## src/rtl/fifo_rd_stream_pkg.sv

```systemverilog
// fifo_rd_stream_pkg
//   Shared constants and helpers for the FIFO read-side stream adapter.
//   WordLengthDef : default data width (must match the upstream FIFO)
//   RdBufDepth    : number of prefetch buffer entries
//   word_t        : default-width data word type
//   ptr_next()    : advance a buffer pointer with 2 -> 0 wrap
package fifo_rd_stream_pkg;

  localparam int WordLengthDef = 8;
  localparam int RdBufDepth    = 3;

  typedef logic [WordLengthDef-1:0] word_t;
  typedef logic [1:0]               ptr_t;

  localparam ptr_t PtrLast = 2'd2;

  // The buffer has three slots, so a 2-bit pointer skips the code 3.
  function automatic ptr_t ptr_next(input ptr_t p);
    ptr_t n;
    if (p == PtrLast) begin
      n = 2'd0;
    end else begin
      n = p + 2'd1;
    end
    return n;
  endfunction

endpackage

```

## src/rtl/fifo_rd_stream_if.sv

```systemverilog
// fifo_rd_stream_if
//   Bundles the FIFO read port and the outgoing valid/ready stream.
//   FIFO side  : empty_i (FIFO empty), rd_o (pop strobe), r_data_i (read data)
//   Stream side: m_data_o, m_valid_o, m_last_o (to consumer), m_ready_i (from consumer)
//   slave  modport: the adapter's view
//   master modport: the environment's view (FIFO + consumer)
interface fifo_rd_stream_if
  import fifo_rd_stream_pkg::*;
#(
  parameter int WordLength = WordLengthDef
) ();

  logic                  empty_i;
  logic                  rd_o;
  logic [WordLength-1:0] r_data_i;
  logic [WordLength-1:0] m_data_o;
  logic                  m_valid_o;
  logic                  m_ready_i;
  logic                  m_last_o;

  modport slave (
    input  empty_i,
    input  r_data_i,
    input  m_ready_i,
    output rd_o,
    output m_data_o,
    output m_valid_o,
    output m_last_o
  );

  modport master (
    output empty_i,
    output r_data_i,
    output m_ready_i,
    input  rd_o,
    input  m_data_o,
    input  m_valid_o,
    input  m_last_o
  );

endinterface

```

## src/rtl/fifo_rd_stream_buf.sv

```systemverilog
// fifo_rd_stream_buf
//   Three-entry circular prefetch buffer with its own occupancy count.
//   clk_i       : clock, rising edge
//   rst_i       : asynchronous active-low reset
//   i_push      : write i_push_data into the next free slot
//   i_push_data : word to store
//   i_pop       : drop the oldest word (caller only pops when o_count != 0)
//   o_data      : oldest stored word (slot at the read pointer)
//   o_count     : number of stored words, 0..3
module fifo_rd_stream_buf
  import fifo_rd_stream_pkg::*;
#(
  parameter int WordLength = WordLengthDef
) (
  input  logic                  clk_i,
  input  logic                  rst_i,
  input  logic                  i_push,
  input  logic [WordLength-1:0] i_push_data,
  input  logic                  i_pop,
  output logic [WordLength-1:0] o_data,
  output logic [1:0]            o_count
);

  logic [WordLength-1:0] r_mem [RdBufDepth];
  ptr_t                  r_wr_ptr;
  ptr_t                  r_rd_ptr;
  logic [1:0]            r_occ;
  logic [WordLength-1:0] w_rd_word;

  // Storage: the slot addressed by the write pointer takes the pushed word.
  always_ff @(posedge clk_i or negedge rst_i) begin
    if (!rst_i) begin
      for (int i = 0; i < RdBufDepth; i++) begin
        r_mem[i] <= '0;
      end
    end else begin
      for (int i = 0; i < RdBufDepth; i++) begin
        if (i_push && (r_wr_ptr == ptr_t'(i))) begin
          r_mem[i] <= i_push_data;
        end
      end
    end
  end

  // Pointer update: each advances independently on push / pop.
  always_ff @(posedge clk_i or negedge rst_i) begin
    if (!rst_i) begin
      r_wr_ptr <= 2'd0;
      r_rd_ptr <= 2'd0;
    end else begin
      if (i_push) begin
        r_wr_ptr <= ptr_next(r_wr_ptr);
      end
      if (i_pop) begin
        r_rd_ptr <= ptr_next(r_rd_ptr);
      end
    end
  end

  // Occupancy: a push and a pop in the same cycle cancel out.
  always_ff @(posedge clk_i or negedge rst_i) begin
    if (!rst_i) begin
      r_occ <= 2'd0;
    end else begin
      case ({i_push, i_pop})
        2'b10:   r_occ <= r_occ + 2'd1;
        2'b01:   r_occ <= r_occ - 2'd1;
        default: r_occ <= r_occ;
      endcase
    end
  end

  // Read mux: pointer code 3 is unreachable and reads as zero.
  always_comb begin
    w_rd_word = '0;
    case (r_rd_ptr)
      2'd0:    w_rd_word = r_mem[0];
      2'd1:    w_rd_word = r_mem[1];
      2'd2:    w_rd_word = r_mem[2];
      default: w_rd_word = '0;
    endcase
  end

  assign o_data  = w_rd_word;
  assign o_count = r_occ;

endmodule

```

## src/rtl/fifo_rd_stream.sv

```systemverilog
// fifo_rd_stream
//   Read-side adapter for the FIFO: pops words through rd/empty and presents
//   them as a valid/ready stream at one word per cycle. The FIFO's one-cycle
//   read latency is hidden by a 3-entry prefetch buffer, and every PktLen-th
//   delivered word is flagged with m_last_o.
//   clk_i : clock, rising edge
//   rst_i : asynchronous active-low reset (shared with the FIFO)
//   bus   : FIFO read port + outgoing stream (fifo_rd_stream_if.slave)
//   Parameters: WordLength (data width), PktLen (words per packet, 1..256)
module fifo_rd_stream
  import fifo_rd_stream_pkg::*;
#(
  parameter int WordLength = WordLengthDef,
  parameter int PktLen     = 4
) (
  input  logic            clk_i,
  input  logic            rst_i,
  fifo_rd_stream_if.slave bus
);

  // A one-word packet still needs a 1-bit counter to keep widths legal.
  localparam int              CntW     = (PktLen > 1) ? $clog2(PktLen) : 1;
  localparam logic [CntW-1:0] BeatLast = CntW'(PktLen - 1);
  localparam logic [CntW-1:0] BeatOne  = CntW'(1);

  logic                  r_inflight;
  logic [CntW-1:0]       r_beat_cnt;
  logic [1:0]            w_occ;
  logic [2:0]            w_credit;
  logic                  w_rd;
  logic                  w_valid;
  logic                  w_handshake;
  logic                  w_last;
  logic [WordLength-1:0] w_data;

  // Words already buffered plus the one on its way from the FIFO; a new pop
  // is only issued while that total leaves a free slot, so the buffer can
  // never overflow. The consumer's ready is deliberately not in this path.
  assign w_credit    = {1'b0, w_occ} + {2'b00, r_inflight};
  assign w_rd        = rst_i & ~bus.empty_i & (w_credit < 3'd3);

  assign w_valid     = (w_occ != 2'd0);
  assign w_handshake = w_valid & bus.m_ready_i;
  assign w_last      = w_valid & (r_beat_cnt == BeatLast);

  // In-flight flag: a pop at this edge returns its word during the next cycle.
  always_ff @(posedge clk_i or negedge rst_i) begin
    if (!rst_i) begin
      r_inflight <= 1'b0;
    end else begin
      r_inflight <= w_rd;
    end
  end

  // Beat counter: only handshakes advance it, so a FIFO underrun mid-packet
  // simply pauses the packet.
  always_ff @(posedge clk_i or negedge rst_i) begin
    if (!rst_i) begin
      r_beat_cnt <= '0;
    end else if (w_handshake) begin
      if (r_beat_cnt == BeatLast) begin
        r_beat_cnt <= '0;
      end else begin
        r_beat_cnt <= r_beat_cnt + BeatOne;
      end
    end
  end

  // The returning FIFO word is captured exactly one cycle after its pop.
  fifo_rd_stream_buf #(
    .WordLength (WordLength)
  ) u_buf (
    .clk_i       (clk_i),
    .rst_i       (rst_i),
    .i_push      (r_inflight),
    .i_push_data (bus.r_data_i),
    .i_pop       (w_handshake),
    .o_data      (w_data),
    .o_count     (w_occ)
  );

  assign bus.rd_o      = w_rd;
  assign bus.m_valid_o = w_valid;
  assign bus.m_data_o  = w_data;
  assign bus.m_last_o  = w_last;

endmodule

```

## src/flat_wrapper.sv

```systemverilog
// flat-port wrapper written by rule: the top's interface ports become plain ports
module fifo_rd_stream_flat import fifo_rd_stream_pkg::*;
#(
  parameter int WordLength = WordLengthDef,
  parameter int PktLen     = 4
)
  (clk_i, rst_i, bus_empty_i, bus_r_data_i, bus_m_ready_i, bus_rd_o, bus_m_data_o, bus_m_valid_o, bus_m_last_o);
  fifo_rd_stream_if #(.WordLength(WordLength)) bus_i ();
  input  logic clk_i;
  input  logic rst_i;
  input wire logic [$bits(bus_i.empty_i)-1:0] bus_empty_i;
  input wire logic [$bits(bus_i.r_data_i)-1:0] bus_r_data_i;
  input wire logic [$bits(bus_i.m_ready_i)-1:0] bus_m_ready_i;
  output wire logic [$bits(bus_i.rd_o)-1:0] bus_rd_o;
  output wire logic [$bits(bus_i.m_data_o)-1:0] bus_m_data_o;
  output wire logic [$bits(bus_i.m_valid_o)-1:0] bus_m_valid_o;
  output wire logic [$bits(bus_i.m_last_o)-1:0] bus_m_last_o;
  assign bus_i.empty_i = bus_empty_i;
  assign bus_i.r_data_i = bus_r_data_i;
  assign bus_i.m_ready_i = bus_m_ready_i;
  assign bus_rd_o = bus_i.rd_o;
  assign bus_m_data_o = bus_i.m_data_o;
  assign bus_m_valid_o = bus_i.m_valid_o;
  assign bus_m_last_o = bus_i.m_last_o;
  fifo_rd_stream #(.WordLength(WordLength), .PktLen(PktLen)) u_core (.clk_i(clk_i), .rst_i(rst_i), .bus(bus_i));
endmodule
```

## config.mk

```make
export PLATFORM = sky130hd
export DESIGN_NAME = fifo_rd_stream_flat
export DESIGN_NICKNAME = d
export VERILOG_FILES = /design/src/rtl/fifo_rd_stream_pkg.sv /design/src/rtl/fifo_rd_stream_if.sv /design/src/rtl/fifo_rd_stream_buf.sv /design/src/rtl/fifo_rd_stream.sv /design/src/flat_wrapper.sv
export SDC_FILE = /design/constraint.sdc
export NUM_CORES = 1
export LEC_CHECK = 0
export ABC_AREA = 1
export BUFFER_PORTS_ARGS = -buffer_cell sky130_fd_sc_hd__buf_2
export CORE_MARGIN = 2
export CORE_UTILIZATION = 59
export DETAILED_ROUTE_END_ITERATION = 7
export PLACE_DENSITY = 0.82
export SYNTH_ARGS = -nofsm -noshare
export SYNTH_HDL_FRONTEND = slang
export SYNTH_SLANG_ARGS = --single-unit
export TNS_END_PERCENT = 10
```

## constraint.sdc

```tcl
create_clock -name clk_i -period 3.01 [get_ports clk_i]
set_input_delay 0.4515 -clock clk_i [delete_from_list [all_inputs] [get_ports clk_i]]
set_output_delay 0.4515 -clock clk_i [all_outputs]
set_load 0.01 [all_outputs]
```

==> results.py, run 1 <==
metrics = {
    "die": {
        "core-area_sq_mm": 0.002410,
        "rows": 18,
        "die_area_sq_mm": 0.002907,
        "initial_core_util": 0.6101,
        "ios": 23,
        "die_h_microns": 53.92,
        "fp.dieW_microns": 53.92,
    },
    "worst_setup_path": {
        "cp.arrival_ns": 1.70,
        "regToRegStartpoint": "u_core.u_buf.o_count[0]$_DFFE_PN0P_",
        "r2r_end": "u_core.u_buf.o_count[1]$_DFFE_PN0P_",
        "crit_chain": "ha_1 > ha_1 > nand2_1 > nand3b_1 > nor2_1 > buf_2",
        "startpoint_type": "flip-flop",
        "cpMaxStageDelayCell": "dfrtp_1",
        "cpPeakStageDelay_ns": 0.48,
        "crit_top_cell": "ha_1",
        "critPathKind": "flip-flop to output pin",
        "worstPathMaxFanout": 7,
        "worstPathRequired_ns": 2.56,
        "end_kind": "output pin",
        "rr_worst_depth": 9,
        "rrSetupSlack_ns": 1.42,
    },
    "cts": {
        "root_buffer": "clkbuf_4",
        "cts_tree": "done",
        "holdBufCountCts": 0,
        "cts_sinks": 33,
        "clock_latency_ns": 0.32,
        "cts_resized": 0,
        "post-cts-setup-buffers": 0,
        "clk_pin_slew_ns": 0.10,
        "clockBufferDepth": 2,
        "cts_inserted_buffers": 5,
        "ctsHtreeMaxLevel": 2,
    },
    "cells_and_area": {
        "n_antenna_cell": 0,
        "n_fill_cell": 195,
        "area_delta_synth_final_pct": 13.87,
        "nNetsFinal": 214,
        "utilization": 0.6947,
        "multiInputGateArea_sq_um": 555.5,
        "drive_gt1_frac": 0.1759,
        "ff_latch_area_sq_um": 825.8,
    },
    "detailed_routing": {
        "drc": 0,
        "avgViaCountPerCell": 5.162,
        "drt_iter0_drc": 38,
        "num_vias": 1182,
        "routedWlPerCell_microns": 12.11,
        "routed_wl_mm": 2.774,
        "dr.pass1.iters": 4,
        "antenna_left": 0,
    },
    "logic_synthesis": {
        "synth_cells": 171,
        "synth.yosys.warnings": 0,
        "synth_cell_types": 16,
        "synth_nets": 187,
        "synth-seq-area-share": 0.5617,
        "syn_area_per_cell_sq_um": 8.597,
        "ys_seq_elements": 33,
        "netlist_area_sq_mm": 0.001470,
    },
    "global_route": {
        "grt_max_degree": 34,
        "grt_pass1_wl_mm": 4.616,
        "track_usage": 0.2343,
        "busiest_layer": "met2",
        "grt_use_met2": 0.3496,
        "grt_pass1_vias": 1050,
        "grt_use_met1": 0.3186,
        "grt_overflow_total": 0,
        "grt_util_met3": 0.07500,
        "antenna_found_initial": 0,
    },
    "placed_design": {
        "gp_congestion": 0.7395,
        "port_buffers": 22,
        "place_ws_ns": 1.217,
        "dp_hpwl_mm": 1.846,
    },
    "run": {
        "drv_cap": 0,
    },
    "sta": {
        "finClkSkew_ns": 0.004772,
        "finalSetupViolCount": 0,
        "worst_slack_ns": 0.8555,
        "rsz0062_at_grt": "false",
        "finalHoldViolations": 0,
        "slew_viol_final": 0,
        "fin_crit_sh": 0.7158,
        "fin_setup_tns_ns": 0,
        "slew_headroom": 0.5488,
        "whs_ns": 0.1755,
        "max_freq_mhz": 464.1,
        "tightest_slew_ns": 0.6743,
        "timing.final.crit_period_ns": 2.155,
    },
    "power_and_ir_drop": {
        "p_leak_nw": 0.9113,
        "ir_drop_v": 0.0007928,
        "p_per_area_mw_per_mm2": 1062,
    },
    "worst_hold_path": {
        "hold_path.class": "input port to asynchronous set/reset pin",
    },
    "outcome": {
        "outcome": "complete, no violations",
    },
}
==> placed cells by master, fill, tap and decap left out, types with 2 or more instances in the layout <==
| cell | n |
|---|---|
| nand3_1 | 9 |
| o21ai_0 | 11 |
| buf_2 | 22 |
| o21ai_1 | 16 |
| nand2_1 | 65 |
| clkbuf_4 | 5 |
| nand3_2 | 3 |
| dfrtp_1 | 33 |
| nor2_1 | 4 |
| ha_1 | 4 |
| inv_1 | 18 |
| clkbuf_8 | 2 |
==> state kept, by name, summed over array words and instances (netlist names) <==
name and count:
u_core.u_buf.r_rd_ptr 2, u_core.u_buf.o_count 2, u_core.r_inflight 1, u_core.u_buf.r_wr_ptr 2, u_core.u_buf.r_mem 24, u_core.r_beat_cnt 2
==> area by class of cell <==
cell class	instances	share of cell area
multi-input combinational	117	0.3318
clock buffer	7	0.03886
sequential	33	0.4933
clock inverter	1	0.002990
timing repair buffer	23	0.07025
inverter	18	0.04036
tap	30	0.02242
==> synthesized netlist by cell type <==
cell type | count | share of area
xnor2_1 | 1 | 0.0060
o21ai_1 | 16 | 0.054
inv_1 | 18 | 0.046
ha_1 | 4 | 0.034
nand3_2 | 3 | 0.020
or2_2 | 1 | 0.0043
o21a_1 | 1 | 0.0051
nand3b_1 | 1 | 0.0051
nand2_1 | 65 | 0.17
o21ai_0 | 11 | 0.037
nand3_1 | 9 | 0.031
dfrtp_1 | 33 | 0.56
nor2_1 | 4 | 0.010
nand4_1 | 1 | 0.0043
buf_6 | 1 | 0.0077
buf_2 | 2 | 0.0068
==> layer usage <==
| metal | share of wire | vias to the layer above |
|---|---|---|
| li1 | - | 602 |
| met1 | 0.44 | 548 |
| met2 | 0.49 | 27 |
| met3 | 0.053 | 5 |
| met4 | 0.015 | 0 |
| met5 | 0 | - |
==> stage by stage <==
step | total power [mW] | instance area, sq um | std cells
6_report | 1.778 | 1674 | 229
2_1_floorplan | 1.277 | 1470 | 171
4_1_cts | 1.797 | 1674 | 229
3_5_place_dp | 1.513 | 1604 | 221
3_3_place_gp | 1.471 | 1604 | 221
5_1_grt | 1.951 | 1674 | 229
==> power by group <==
part           switching, mW  internal (mW)  leakage (nW)  total [mW]
sequential             0.136          0.660         0.402       0.796
combinational          0.422          0.286         0.468       0.707
clock                  0.139          0.135        0.0413       0.274
==> logic make-up after synthesis <==
family | count (synthesis) | synth area share
buf+inv | 21 | 0.06042
xor+xnor | 1 | 0.005959
compound gates | 28 | 0.09702
simple gates | 84 | 0.2409
flops | 33 | 0.5617
fa+ha+maj | 4 | 0.03404
==> worst max-delay path: cells and delay by family (launching register included) <==
family,cells,cell delay [ns]
flip-flops,1,0.48
adder cells (fa/ha/maj),2,0.49
buffers and inverters,1,0.15
AND/OR/NAND/NOR,3,0.26
==> worst max-delay path by stage <==
| stage | depth (start not counted) | end | startpoint | slack (ns) |
|---|---|---|---|---|
| floorplan | 5 | bus_rd_o | u_core.r_inflight$_DFF_PN0_ | 1.35 |
| global placement | 6 | bus_rd_o | u_core.r_inflight$_DFF_PN0_ | 1.27 |
| detailed placement | 6 | bus_rd_o | u_core.r_inflight$_DFF_PN0_ | 1.22 |
| CTS | 6 | bus_rd_o | u_core.r_inflight$_DFF_PN0_ | 0.84 |
| global route | 6 | bus_rd_o | u_core.r_inflight$_DFF_PN0_ | 0.74 |
| finish | 6 | bus_rd_o | u_core.r_inflight$_DFF_PN0_ | 0.86 |
Note: power is estimated with default switching activity, not from simulation.
==> inputs of run 2 (changes only) <==
CORE_UTILIZATION = 49   (was 59)
PLACE_DENSITY = 0.72   (was 0.82)
clock period = 1.88 ns   (was 3.01 ns; I/O delays follow)
==> run 2 against run 1 <==
Against the previous run: the flow now finishes with violations (DRC, hold timing); first-iteration DRC count is 37% higher; via count is 2.6% higher; clock skew is 0.0093 ns higher; critical path type unchanged.
==> results.py, run 2 (synthesis results as in run 1) <==
metrics = {
    "outcome": {
        "outcome": "complete, but fails checks",
        "violations": "DRC, hold timing",
    },
    "sta": {
        "finalSetupViolCount": 0,
        "finClkSkew_ns": 0.01408,
        "finalHoldViolations": 8,
        "fin_crit_sh": 0.9722,
        "max_freq_mhz": 547.1,
        "whs_ns": -0.01046,
        "rsz0062_at_grt": "true",
        "slew_viol_final": 0,
        "timing.final.crit_period_ns": 1.828,
        "tightest_slew_ns": 0.3972,
        "slew_headroom": 0.7352,
    },
    "die": {
        "die_h_microns": 58.78,
        "rows": 19,
        "ios": 23,
        "initial_core_util": 0.5241,
        "die_area_sq_mm": 0.003455,
        "fp.dieW_microns": 58.78,
        "core-area_sq_mm": 0.002805,
    },
    "worst_setup_path": {
        "regToRegStartpoint": "u_core.u_buf.o_count[0]$_DFFE_PN0P_",
        "worstPathMaxFanout": 2,
        "critPathKind": "flip-flop to output pin",
        "r2r_end": "u_core.u_buf.o_count[1]$_DFFE_PN0P_",
        "worstPathRequired_ns": 1.60,
        "rrSetupSlack_ns": 0.13,
        "end_kind": "output pin",
        "rr_worst_depth": 11,
        "cp.arrival_ns": 1.55,
        "startpoint_type": "flip-flop",
    },
    "cells_and_area": {
        "multiInputGateArea_sq_um": 573.1,
        "nNetsFinal": 221,
        "drive_gt1_frac": 0.2087,
        "ff_latch_area_sq_um": 827.0,
        "largest-register": "u_core.u_buf.r_mem",
        "n_fill_cell": 247,
        "layout_commonest_cell": "nand2_1",
        "finalNonFillerCells": 237,
        "largest_reg_flops": 24,
        "n_antenna_cell": 0,
        "area_delta_synth_final_pct": 17.36,
        "final_area_sq_mm": 0.001725,
        "layout.cells.most_common_list": "nand2_1 (64), dfrtp_1 (32), buf_2 (22)",
    },
    "placed_design": {
        "dp_hpwl_mm": 2.047,
        "gp_congestion": 0.8343,
        "port_buffers": 22,
        "placed_area_sq_mm": 0.001628,
        "dp_cells": 225,
    },
    "cts": {
        "clock_latency_ns": 0.33,
        "ctsHtreeMaxLevel": 2,
        "cts_tree": "done",
        "cts_sinks": 33,
        "cts_inserted_buffers": 5,
        "clk_pin_slew_ns": 0.10,
        "root_buffer": "clkbuf_4",
        "clockBufferDepth": 2,
    },
    "global_route": {
        "grt_overflow_total": 0,
        "antenna_found_initial": 0,
        "track_usage": 0.1981,
        "grt_pass1_wl_mm": 5.023,
        "grt_pass1_vias": 1169,
        "grt_max_degree": 34,
    },
    "detailed_routing": {
        "antenna_left": 0,
        "drc": 2,
        "drt_iter0_drc": 52,
        "routed_wl_mm": 3.008,
        "avgViaCountPerCell": 5.118,
        "dr.pass1.iters": 6,
        "routedWlPerCell_microns": 12.69,
        "num_vias": 1213,
    },
    "power_and_ir_drop": {
        "p_per_area_mw_per_mm2": 1690,
        "p_leak_nw": 0.9272,
        "ir_drop_v": 0.0008440,
    },
    "run": {
        "drv_cap": 0,
    },
    "worst_hold_path": {
        "hold_path.class": "input port to asynchronous set/reset pin",
    },
}
## run 2: through the flow
stage | power (mW) | utilization | hold WS (ns) | TNS, ns | worst slack [ns]
2_1_floorplan | 2.045 | - | -0.01359 | 0 | 0.3929
3_3_place_gp | 2.407 | 0.5803 | 0.3577 | 0 | 0.3043
3_5_place_dp | 2.494 | 0.5803 | 0.3645 | 0 | 0.2666
4_1_cts | 2.888 | 0.6035 | 0.0002942 | 0 | 0.002649
5_1_grt | 3.182 | 0.6151 | 0.02613 | -0.04201 | -0.04201
6_report | 2.915 | 0.6151 | -0.01046 | 0 | 0.05217
## run 2: what timing repair did
item / CTS / global route
hold endpoints to repair: 0 / 0
pin swaps: 0 / 2
resized for setup: 1 / 3
setup buffers: 2 / 2
hold buffers: 0 / 0
endpoints found under the setup margin: 1 / 1
## run 2: critical path, cell delays in order, from the launching register on
cell      delay [ns]
dfrtp_1         0.40
ha_2            0.20
ha_4            0.20
nand2_1         0.05
nand3b_1        0.08
nor2_1          0.15
buf_2           0.15
## run 2: routing by layer
layer	vias to the layer above	share of wire	GRT usage
li1	613	-	-
met1	553	0.44	0.2482
met2	38	0.48	0.3254
met3	9	0.060	0.04176
met4	0	0.020	0.09740
met5	-	0	0
## run 2: how the worst max path moves through the flow
stage	startpoint	end	slack, ns	cells past startpoint
after floorplan	u_core.r_inflight$_DFF_PN0_	bus_rd_o	0.39	5
after global placement	u_core.r_inflight$_DFF_PN0_	bus_rd_o	0.30	6
after detailed placement	u_core.r_inflight$_DFF_PN0_	bus_rd_o	0.27	6
after CTS	u_core.r_inflight$_DFF_PN0_	bus_rd_o	0.003	6
after global routing	u_core.u_buf.o_count[0]$_DFFE_PN0P_	bus_rd_o	-0.04	6
final	u_core.u_buf.o_count[0]$_DFFE_PN0P_	bus_rd_o	0.05	6
## run 2: layout make-up
type / count / share of cell area
repair buffers: 30 / 0.09862
multi-input cells: 117 / 0.3321
well taps: 31 / 0.02248
inverters: 18 / 0.03916
flip-flops and latches: 33 / 0.4793
clock buffers: 8 / 0.02828
## run 2: power breakdown
part           internal, mW  switching [mW]  total (mW)
Combinational         0.541           0.735        1.28
Sequential             1.06           0.213        1.27
Clock                 0.149           0.219       0.368
Total                  1.75            1.17        2.92
==> inputs of run 3 (changes only) <==
CELL_PAD_IN_SITES_DETAIL_PLACEMENT = 1   (was unset)
CELL_PAD_IN_SITES_GLOBAL_PLACEMENT = 1   (was unset)
CORE_UTILIZATION = 37   (was 49)
PLACE_DENSITY = 0.73   (was 0.72)
==> run 3 against run 2 <==
Against the previous run: register-to-register slack better by 0.04 ns; sequential power barely moved; critical path depth unchanged; utilization is 14 points lower; the run now ends clean; combinational power is 4% higher.
==> results.py, run 3 (synthesis results as in run 1) <==
metrics = {
    "cells_and_area": {
        "largest_reg_flops": 24,
        "multiInputGateArea_sq_um": 573.1,
        "largest-register": "u_core.u_buf.r_mem",
        "n_antenna_cell": 0,
        "ff_latch_area_sq_um": 825.8,
        "area_delta_synth_final_pct": 20.85,
        "n_fill_cell": 483,
        "nNetsFinal": 221,
        "layout.cells.most_common_list": "nand2_1 (65), dfrtp_1 (33), buf_2 (22)",
        "final_area_sq_mm": 0.001777,
        "layout_commonest_cell": "nand2_1",
        "drive_gt1_frac": 0.2039,
        "utilization": 0.4746,
    },
    "detailed_routing": {
        "antenna_left": 0,
        "dr.pass1.iters": 4,
        "drt_iter0_drc": 42,
        "drc": 0,
        "avgViaCountPerCell": 4.902,
        "num_vias": 1245,
        "routedWlPerCell_microns": 14.31,
        "routed_wl_mm": 3.634,
    },
    "cts": {
        "ctsHtreeMaxLevel": 2,
        "clk_pin_slew_ns": 0.06,
        "root_buffer": "clkbuf_8",
        "cts_sinks": 33,
        "clock_latency_ns": 0.28,
        "clockBufferDepth": 2,
        "cts_tree": "done",
        "cts_inserted_buffers": 5,
    },
    "worst_setup_path": {
        "cp.arrival_ns": 1.47,
        "worstPathRequired_ns": 1.60,
        "path_buf_inv": 1,
        "startpoint_type": "flip-flop",
        "cpPeakStageDelay_ns": 0.39,
        "rr_worst_depth": 10,
        "critPathKind": "flip-flop to output pin",
        "rrSetupSlack_ns": 0.17,
        "regToRegStartpoint": "u_core.u_buf.o_count[0]$_DFFE_PN0P_",
        "cpMaxStageDelayCell": "dfrtp_1",
        "worstPathMaxFanout": 2,
        "r2r_end": "u_core.u_buf.o_count[1]$_DFFE_PN0P_",
        "crit_family": "adder cells",
        "crit_chain": "ha_2 > ha_4 > nand2_1 > nand3b_1 > nor2_2 > buf_2",
        "end_kind": "output pin",
    },
    "outcome": {
        "outcome": "complete, no violations",
    },
    "sta": {
        "fin_setup_tns_ns": 0,
        "tightest_slew_ns": 0.4231,
        "whs_ns": 0.03878,
        "slew_viol_final": 0,
        "rsz0062_at_grt": "false",
        "max_freq_mhz": 571.7,
        "finClkSkew_ns": 0.004655,
        "timing.final.crit_period_ns": 1.749,
        "finalHoldViolations": 0,
        "slew_headroom": 0.7179,
        "finalSetupViolCount": 0,
        "fin_crit_sh": 0.9304,
    },
    "global_route": {
        "grt_pass1_wl_mm": 6.147,
        "track_usage": 0.1888,
        "antenna_found_initial": 0,
        "grt_pass1_vias": 1305,
        "grt_overflow_total": 0,
        "grt_max_degree": 34,
    },
    "placed_design": {
        "gp_congestion": 0.7421,
        "placed_area_sq_mm": 0.001672,
        "port_buffers": 22,
        "dp_hpwl_mm": 2.577,
    },
    "die": {
        "fp.dieW_microns": 67.04,
        "ios": 23,
        "die_h_microns": 67.04,
        "rows": 22,
        "initial_core_util": 0.3927,
        "die_area_sq_mm": 0.004494,
        "core-area_sq_mm": 0.003744,
    },
    "worst_hold_path": {
        "hold_path.class": "input port to asynchronous set/reset pin",
    },
    "power_and_ir_drop": {
        "ir_drop_v": 0.0006240,
        "p_per_area_mw_per_mm2": 1752,
        "p_leak_nw": 0.9412,
    },
    "run": {
        "drv_cap": 0,
    },
}
-- run 3: report_power, final --
group / total (mW) / switching, mW / internal [mW] / leakage [nW]
Combinational: 1.33 / 0.775 / 0.557 / 0.500
Clock: 0.503 / 0.240 / 0.263 / 0.0395
Sequential: 1.28 / 0.218 / 1.06 / 0.402
Total: 3.11 / 1.23 / 1.88 / 0.941
-- run 3: worst reg2reg max path: stages (launching register included) --
cell     delay (ns)
dfrtp_1        0.39
buf_4          0.15
inv_1          0.08
nand2_1        0.06
nand2_1        0.15
inv_1          0.12
ha_1           0.34
inv_1          0.09
nand3_1        0.08
nand2_1        0.08
nand2_1        0.06
-- run 3: stage by stage --
stage	cells	worst slack, ns	power [mW]
6_report	254	0.1308	3.113
3_3_place_gp	245	0.3351	2.465
4_1_cts	254	0.05166	3.130
2_1_floorplan	171	0.3929	2.045
5_1_grt	254	0.04676	3.411
3_5_place_dp	245	0.2934	2.598
-- run 3: layer usage --
metal / track usage / part of all wire
met4: 0.06122 / 0.0072
met3: 0.04054 / 0.032
met1: 0.2275 / 0.45
met5: 0 / 0
met2: 0.3317 / 0.51
-- run 3: how the worst max path moves through the flow --
stage / from / to / cells after the start
final: u_core.r_inflight$_DFF_PN0_ / bus_rd_o / 6
after floorplan: u_core.r_inflight$_DFF_PN0_ / bus_rd_o / 5
after detailed placement: u_core.u_buf.o_count[0]$_DFFE_PN0P_ / bus_rd_o / 6
after global placement: u_core.u_buf.o_count[0]$_DFFE_PN0P_ / bus_rd_o / 6
after CTS: u_core.u_buf.o_count[0]$_DFFE_PN0P_ / bus_rd_o / 6
after global routing: u_core.r_inflight$_DFF_PN0_ / bus_rd_o / 6
-- run 3: repair_timing --
item                                    4_1_cts  5_1_grt
pin swaps                                     0        4
resized for setup                             0        3
hold buffers                                  0        0
endpoints found under the setup margin        1        1
setup buffers                                 1        0
gates cloned                                  0        0
-- run 3: layout make-up --
cell class / count / share of cell area
Clock buffer: 8 / 0.04507
Inverter: 18 / 0.03803
Tap cell: 48 / 0.03380
Sequential cell: 33 / 0.4648
Multi-Input combinational cell: 117 / 0.3225
Timing Repair Buffer: 30 / 0.09577
